[config.mk]
export PLATFORM = sky130hd
export DESIGN_NAME = status_reg_ext
export DESIGN_NICKNAME = d
export VERILOG_FILES = /design/src/rtl/status_reg_ext.sv
export SDC_FILE = /design/constraint.sdc
export NUM_CORES = 1
export LEC_CHECK = 0
export CAP_MARGIN = 20
export CORE_MARGIN = 2
export CORE_UTILIZATION = 35
export DETAILED_ROUTE_END_ITERATION = 7
export PLACE_DENSITY = 0.66
export SYNTH_ARGS = -nofsm -noshare
export SYNTH_HDL_FRONTEND = slang
export SYNTH_SLANG_ARGS = --single-unit
[constraint.sdc]
create_clock -name clk -period 2.6 [get_ports clk]
set_input_delay 0.39 -clock clk [delete_from_list [all_inputs] [get_ports clk]]
set_output_delay 0.39 -clock clk [all_outputs]
set_load 0.03 [all_outputs]
[src/rtl/status_reg_ext.sv]
// status_reg_ext: status register with flag/load/restore priority, LIFO shadow stack, push image and delayed interrupt mask
//   clk, reset (async, active-high)
//   flag_we/flag_in   per-bit flag update
//   load/load_data    whole-register load
//   save/restore      push/pop the shadow stack (both together swap status with the top entry)
//   brk_src           BRK bit value placed into push_image
//   status            registered status; push_image combinational push byte
//   irq_mask_eff      status[I_BIT] after I_DELAY cycles
//   stk_full/stk_empty/stk_err  registered stack flags, stk_err is a one-cycle pulse
module status_reg_ext #(
  parameter int WIDTH = 8,
  parameter int DEPTH = 4,
  parameter logic [WIDTH-1:0] ZERO_MASK = 8'h30,
  parameter logic [WIDTH-1:0] RESET_VAL = 8'h04,
  parameter int I_BIT = 2,
  parameter int BRK_BIT = 4,
  parameter int UNUSED_BIT = 5,
  parameter int I_DELAY = 1
) (
  input  logic             clk,
  input  logic             reset,
  input  logic [WIDTH-1:0] flag_we,
  input  logic [WIDTH-1:0] flag_in,
  input  logic             load,
  input  logic [WIDTH-1:0] load_data,
  input  logic             save,
  input  logic             restore,
  input  logic             brk_src,
  output logic [WIDTH-1:0] status,
  output logic [WIDTH-1:0] push_image,
  output logic             irq_mask_eff,
  output logic             stk_full,
  output logic             stk_empty,
  output logic             stk_err
);
  localparam int CW = $clog2(DEPTH + 1);
  localparam int AW = DEPTH > 1 ? $clog2(DEPTH) : 1;
  localparam logic [WIDTH-1:0] KEEP = ~ZERO_MASK;
  logic [WIDTH-1:0] r_status;
  logic [WIDTH-1:0] r_stk [DEPTH];
  logic [CW-1:0]    r_cnt;
  logic             r_full, r_empty, r_err;
  logic             w_empty, w_full, w_rvalid, w_swap, w_push, w_pop, w_err;
  logic [AW-1:0]    w_top_idx, w_wr_idx;
  logic [CW-1:0]    w_cnt_nxt;
  logic [WIDTH-1:0] w_status_nxt;
  always_comb begin
    w_empty      = r_cnt == '0;
    w_full       = r_cnt == CW'(DEPTH);
    w_rvalid     = restore & ~w_empty;
    w_swap       = save & w_rvalid;
    // save+restore on an empty stack degrades to a plain push
    w_push       = save & ~w_rvalid & ~w_full;
    w_pop        = w_rvalid & ~save;
    w_err        = (save & ~w_rvalid & w_full) | (restore & w_empty);
    w_top_idx    = AW'(r_cnt - CW'(1));
    w_wr_idx     = w_swap ? w_top_idx : AW'(r_cnt);
    w_cnt_nxt    = w_push ? r_cnt + CW'(1) : w_pop ? r_cnt - CW'(1) : r_cnt;
    w_status_nxt = KEEP & (w_rvalid ? r_stk[w_top_idx] :
                           load     ? load_data :
                           (r_status & ~flag_we) | (flag_in & flag_we));
  end
  always_ff @(posedge clk or posedge reset) begin
    if (reset) begin
      r_status <= RESET_VAL & KEEP;
      r_cnt    <= '0;
      r_full   <= 1'b0;
      r_empty  <= 1'b1;
      r_err    <= 1'b0;
    end else begin
      r_status <= w_status_nxt;
      r_cnt    <= w_cnt_nxt;
      r_full   <= w_cnt_nxt == CW'(DEPTH);
      r_empty  <= w_cnt_nxt == '0;
      r_err    <= w_err;
    end
  end
  // Entries hold the pre-edge status, which is already masked
  always_ff @(posedge clk) begin
    if (~reset & (w_push | w_swap)) r_stk[w_wr_idx] <= r_status;
  end
  always_comb begin
    push_image             = r_status;
    push_image[UNUSED_BIT] = 1'b1;
    push_image[BRK_BIT]    = brk_src;
  end
  generate
    if (I_DELAY == 0) begin : g_nodly
      assign irq_mask_eff = r_status[I_BIT];
    end else begin : g_dly
      logic [I_DELAY-1:0] r_irq;
      always_ff @(posedge clk or posedge reset) begin
        if (reset) r_irq <= {I_DELAY{RESET_VAL[I_BIT]}};
        else       r_irq <= I_DELAY'({r_irq, r_status[I_BIT]});
      end
      assign irq_mask_eff = r_irq[I_DELAY-1];
    end
  endgenerate
  assign status    = r_status;
  assign stk_full  = r_full;
  assign stk_empty = r_empty;
  assign stk_err   = r_err;
endmodule

-- Word level (Yosys, flattened, before mapping)
Memory sizes are Yosys's and may differ from the RTL's.
Index checks and enable logic that the tools add are counted.
- $add $sub $neg: 2
- $mul: 0
- divide/modulo/power cells: 0
- magnitude comparators: 0
- equality and inequality tests: 2
- shifts and indexed selects: 0
- mux-type cells: 7
- bitwise gates (word level): 19
- reduce and logical (&&, ||, !) cells: 2
- operators by type and width (cell ; count):
    8-bit AND ; 2
    8-bit 2-to-1 mux ; 2
    1-bit AND ; 8
    8-bit NOT ; 1
    8-bit bitwise OR ; 1
    3-bit equality test (second input constant) ; 2
    3-bit zero test ; 2
    3-bit 2-to-1 mux ; 2
    1-bit NOT ; 5
    3-bit by 1-bit adder with 3-bit output (second input constant) ; 1
    3-bit by 1-bit subtractor with 3-bit output (second input constant) ; 1
    1-bit 2-to-1 mux ; 2
    2-bit 2-to-1 mux ; 1
    1-bit bitwise OR ; 2
- bits in registers: 13
- latch bits: 0
- RAM bits: 24
- memory bits (read-only): 0
- input bits: 30
- output and inout port bits: 20
- word-level logic and storage cells: 39
- memories kept: 1
- memories (name ; words ; width ; rd ports ; clocked after memory_dff ; write ports ; RTL line ; source):
    r_stk ; 4 ; 6 ; 1 ; 0 ; 1 ; 40 ; logic [WIDTH-1:0] r_stk [DEPTH];

-- Depth between registers and ports, before layout
- word-level depth: 10
- mapped depth: 9
- mapped depth without buffers: 6

-- Least setup slack after synthesis
Ideal clock, no wire load.
- path type: reg-to-reg
- start: register r_cnt[0]
- end: memory r_stk[2][0] in the netlist's numbering, enable pin
- library setup time: 0.350 ns
- arrival: 1.961 ns
- required time: 2.250 ns
- setup slack: 0.290 ns
- cell stages (with the launch flop): 9
- buffers on the path: 2
- clock period less this slack: 2.310 ns
- path through: dfrtp_1 > buf_4 > clkinv_1 > ha_1 > nand2b_1 > and2_2 > buf_6 > a31o_2 > nor2_1
- cells in the longest elaborated chain, start to end: 10
- elaborated cells on any way between the ends: 15
- classes of those cells: add/sub (1); eq/ne (1); mux (3); bitwise (9); reduce/logical (1)
- ends and longest elaborated chain (element ; RTL line ; source):
    start, declared ; 41 ; logic [CW-1:0] r_cnt;
    start signal, assigned ; 72 ; r_cnt <= w_cnt_nxt;
    3-bit zero test ; 48 ; w_empty = r_cnt == '0;
    1-bit NOT ; 50 ; w_rvalid = restore & ~w_empty;
    1-bit AND ; 50 ;
    1-bit NOT ; 53 ; w_push = save & ~w_rvalid & ~w_full;
    1-bit AND (2 in series) ; 53 ;
    1-bit bitwise OR ; 80 ; if (~reset & (w_push | w_swap)) r_stk[w_wr_idx] <= r_status;
    1-bit AND ; 80 ;
    1-bit 2-to-1 mux ; 80 ;
    1-bit 2-to-1 mux (implied by the code) ; 80 ;
    end, declared ; 40 ;
Several ways; a longest one is shown, not always the timed one.

-- Worst setup path after layout
- start: register r_cnt[0]
- end: memory r_stk[1][5] in the netlist's numbering, enable pin
The elaborated chain is that of the path after synthesis.

==> results.json <==
{
  "outcome": "finished, final reports clean",
  "tritoncts.num_buffers": 5,
  "synth_flop_cell": "sky130_fd_sc_hd__edfxtp_1",
  "detail_route.drc_violations": 0,
  "utilization": 0.455,
  "clk-insertion-delay-late_ns": 0.29,
  "drv_cap": 0,
  "finalInstanceArea_um2": 2310,
  "globalplace.congestion": 0.770,
  "grt_setup_unrepaired": "false",
  "grt_max_degree": 17,
  "setup.worst_path.end_class": "register",
  "global_route.peak_usage_layer": "met2",
  "fp.dieW_um": 76.2,
  "timing.final.max_slew_violations": 0,
  "first_global_vias": 1266,
  "grt_usage": 0.131,
  "fin_crit_ns": 2.19,
  "final.period_utilization": 0.841,
  "setup_tns_ns": 0,
  "layout-drive-gt1-share": 0.163,
  "critical-path-slowest-cell": "sky130_fd_sc_hd__ha_1",
  "area.growth.synth_to_final_pct": 26.6,
  "layout.area.seq_um2": 1050,
  "timing.critical_path.required_ns": 2.60,
  "fin_nets": 210,
  "detail_route.iter0.violations": 42,
  "share_of_the_synthesized_area_in_the_top_cell_type": 0.395,
  "met3_track_demand_over_resource": 0.0450,
  "synth_async_sr_flop_share": 0.351,
  "power.ir.vdd_worst_mv": 0.670,
  "viasPerCell": 4.82,
  "post_synth_num_cell_types": 36,
  "static-leakage-power_nw": 0.864,
  "synth_area_per_cell_um2": 13.0,
  "synth-warning-count": 0,
  "cts_tree": "done",
  "power_per_cell_area_nw_per_um2": 1120,
  "min-delay-path-class": "register to register",
  "cp-start-kind": "register",
  "synthesis.area_um2": 1830,
  "synth.ff_latch_count": 37,
  "post-cts-setup-buffer-count": 0,
  "timing.max_slew.rel_slack": 0.659,
  "path_clk_slew_ns": 0.07,
  "yosys.cell_count.top_type": "sky130_fd_sc_hd__edfxtp_1",
  "die_height_um": 76.2,
  "cts.htree.levels": 2,
  "fill_cells": 466,
  "worst-endpoint-arrival_ns": 2.19,
  "grtUsageMet2": 0.224,
  "clock_tree.root_cell": "sky130_fd_sc_hd__clkbuf_8",
  "antenna_violations_before_repair": 0,
  "criticalPathCategory": "register to register",
  "overflow": 0,
  "hold_viol": 0,
  "post_synth_inst_count": 140,
  "clock-skew-final_ns": 0.00595,
  "io_pins": 50,
  "drt_wl_total_mm": 3.42,
  "place.detailed.hpwl_mm": 2.42,
  "antenna_left": 0,
  "detailed_place.area_um2": 2220,
  "multi_input_comb_area_um2": 624,
  "clock_tree_sinks": 37,
  "rows": 26,
  "ys_seq_area_frac": 0.575,
  "max_freq_mhz": 457,
  "routed-via-count": 1195,
  "cell_type_with_the_largest_total_area_after_synthesis": "sky130_fd_sc_hd__edfxtp_1",
  "timing.critical_path.slowest_cell_delay_ns": 0.37,
  "ys_top_cells_by_area": "sky130_fd_sc_hd__edfxtp_1, sky130_fd_sc_hd__dfrtp_1, sky130_fd_sc_hd__mux4_2, sky130_fd_sc_hd__mux2i_1, sky130_fd_sc_hd__buf_4",
  "cts_buffer_depth": 2,
  "path_cells": "clkinv_1, ha_1, mux2i_1, nand2_1, a211o_1, nor2_1, buf_4",
  "worst_slew_pin_slew_ns": 0.510,
  "postCtsHoldBufs": 0,
  "crit_path_max_fanout": 9,
  "detail_route.first_pass.iterations": 4,
  "total_die_area_um2": 5810,
  "routedWlPerCell_um": 13.8,
  "wire_length_of_the_first_global_routing_pass_mm": 5.94,
  "total_core_area_um2": 5070,
  "antennaDiodeCount": 0,
  "number_of_cells_upsized_or_downsized_after_cts": 0,
  "synth_edf_count": 24,
  "netlist_top_cells_count": "sky130_fd_sc_hd__edfxtp_1, sky130_fd_sc_hd__buf_4, sky130_fd_sc_hd__nor2_1",
  "setup-violations-final": 0,
  "grt_use_met1": 0.152,
  "portBuffers": 38,
  "start_util": 0.360
}
-- cells in the final DEF, fill, tap and decap left out, types with 3 or more instances in the layout --
cell                              Yosys  layout
sky130_fd_sc_hd__inv_1                3       3
sky130_fd_sc_hd__buf_4               11       9
sky130_fd_sc_hd__clkbuf_8             0       5
sky130_fd_sc_hd__dfstp_2              3       3
sky130_fd_sc_hd__dfrtp_1             10      10
sky130_fd_sc_hd__nand3_1              3       3
sky130_fd_sc_hd__nand2_1              8       8
sky130_fd_sc_hd__a21oi_1              7       7
sky130_fd_sc_hd__o21ai_0              6       6
sky130_fd_sc_hd__edfxtp_1            24      24
sky130_fd_sc_hd__conb_1               2       3
sky130_fd_sc_hd__nand2b_1             3       3
sky130_fd_sc_hd__mux4_2               6       6
sky130_fd_sc_hd__clkdlybuf4s50_1      0      38
sky130_fd_sc_hd__a31oi_1              3       3
sky130_fd_sc_hd__ha_1                 3       3
sky130_fd_sc_hd__nor2_1              11      11
sky130_fd_sc_hd__mux2i_1              9       9
-- cell type report --
class	instances	share of cell area
clock buffers	5	0.0298
clock inverters	3	0.00758
inverters	4	0.00650
multi-input cells	82	0.270
flip-flops and latches	37	0.454
well taps	70	0.0379
repair buffers	47	0.194
-- final timing paths --
| kind | from | end | slack, ns | cells after the start |
|---|---|---|---|---|
| max | r_cnt[0] | r_stk[1][5] | 0.41 | 7 |
| min | register | irq_mask_eff | 0.42 | 0 |
| max reg2reg | r_cnt[0] | r_stk[1][5] | 0.41 | 7 |
| min reg2reg | register | irq_mask_eff | 0.42 | 0 |
| max in group asynchronous | reset | irq_mask_eff | 1.88 | 3 |
| min in group asynchronous | reset | asynchronous set/reset pin | 0.47 | 3 |
-- cells by family (layout without fill, tap and decap cells) --
kind of cell | Yosys count | in the layout | synth area share
compound gates | 23 | 23 | 0.0802
fa+ha+maj | 3 | 3 | 0.0206
buf+inv | 22 | 59 | 0.0850
flops | 37 | 37 | 0.575
mux | 15 | 15 | 0.123
other cells | 2 | 3 | 0.00411
simple gates | 38 | 38 | 0.112
-- metal layers --
layer	part of all wire	routed length [um]	up-vias
met4	0.014	48	0
met3	0.054	186	6
li1	-	-	579
met5	0	0	-
met1	0.42	1450	577
met2	0.51	1740	33
-- critical path, delay by kind of cell (launching register included) --
kind | cells | cell delay [ns]
mux | 1 | 0.30
compound gates | 1 | 0.27
simple gates | 2 | 0.23
buf+inv | 2 | 0.37
fa+ha+maj | 1 | 0.37
flops | 1 | 0.36
-- stage by stage --
stage	std cells	power (mW)	worst slack [ns]	hold WS, ns
2_1_floorplan	141	1.86	0.290	0.273
3_3_place_gp	240	2.18	0.326	0.404
3_5_place_dp	240	2.22	0.283	0.409
4_1_cts	248	2.62	0.415	0.430
5_1_grt	248	2.76	0.208	0.437
6_report	248	2.58	0.414	0.424
-- where the power goes --
group / internal (mW) / total [mW] / leakage [nW] / switching [mW]
Sequential: 0.852 / 0.986 / 0.375 / 0.134
Clock: 0.185 / 0.381 / 0.0455 / 0.196
Combinational: 0.547 / 1.21 / 0.444 / 0.664
Note: power is estimated with default switching activity, not from simulation.
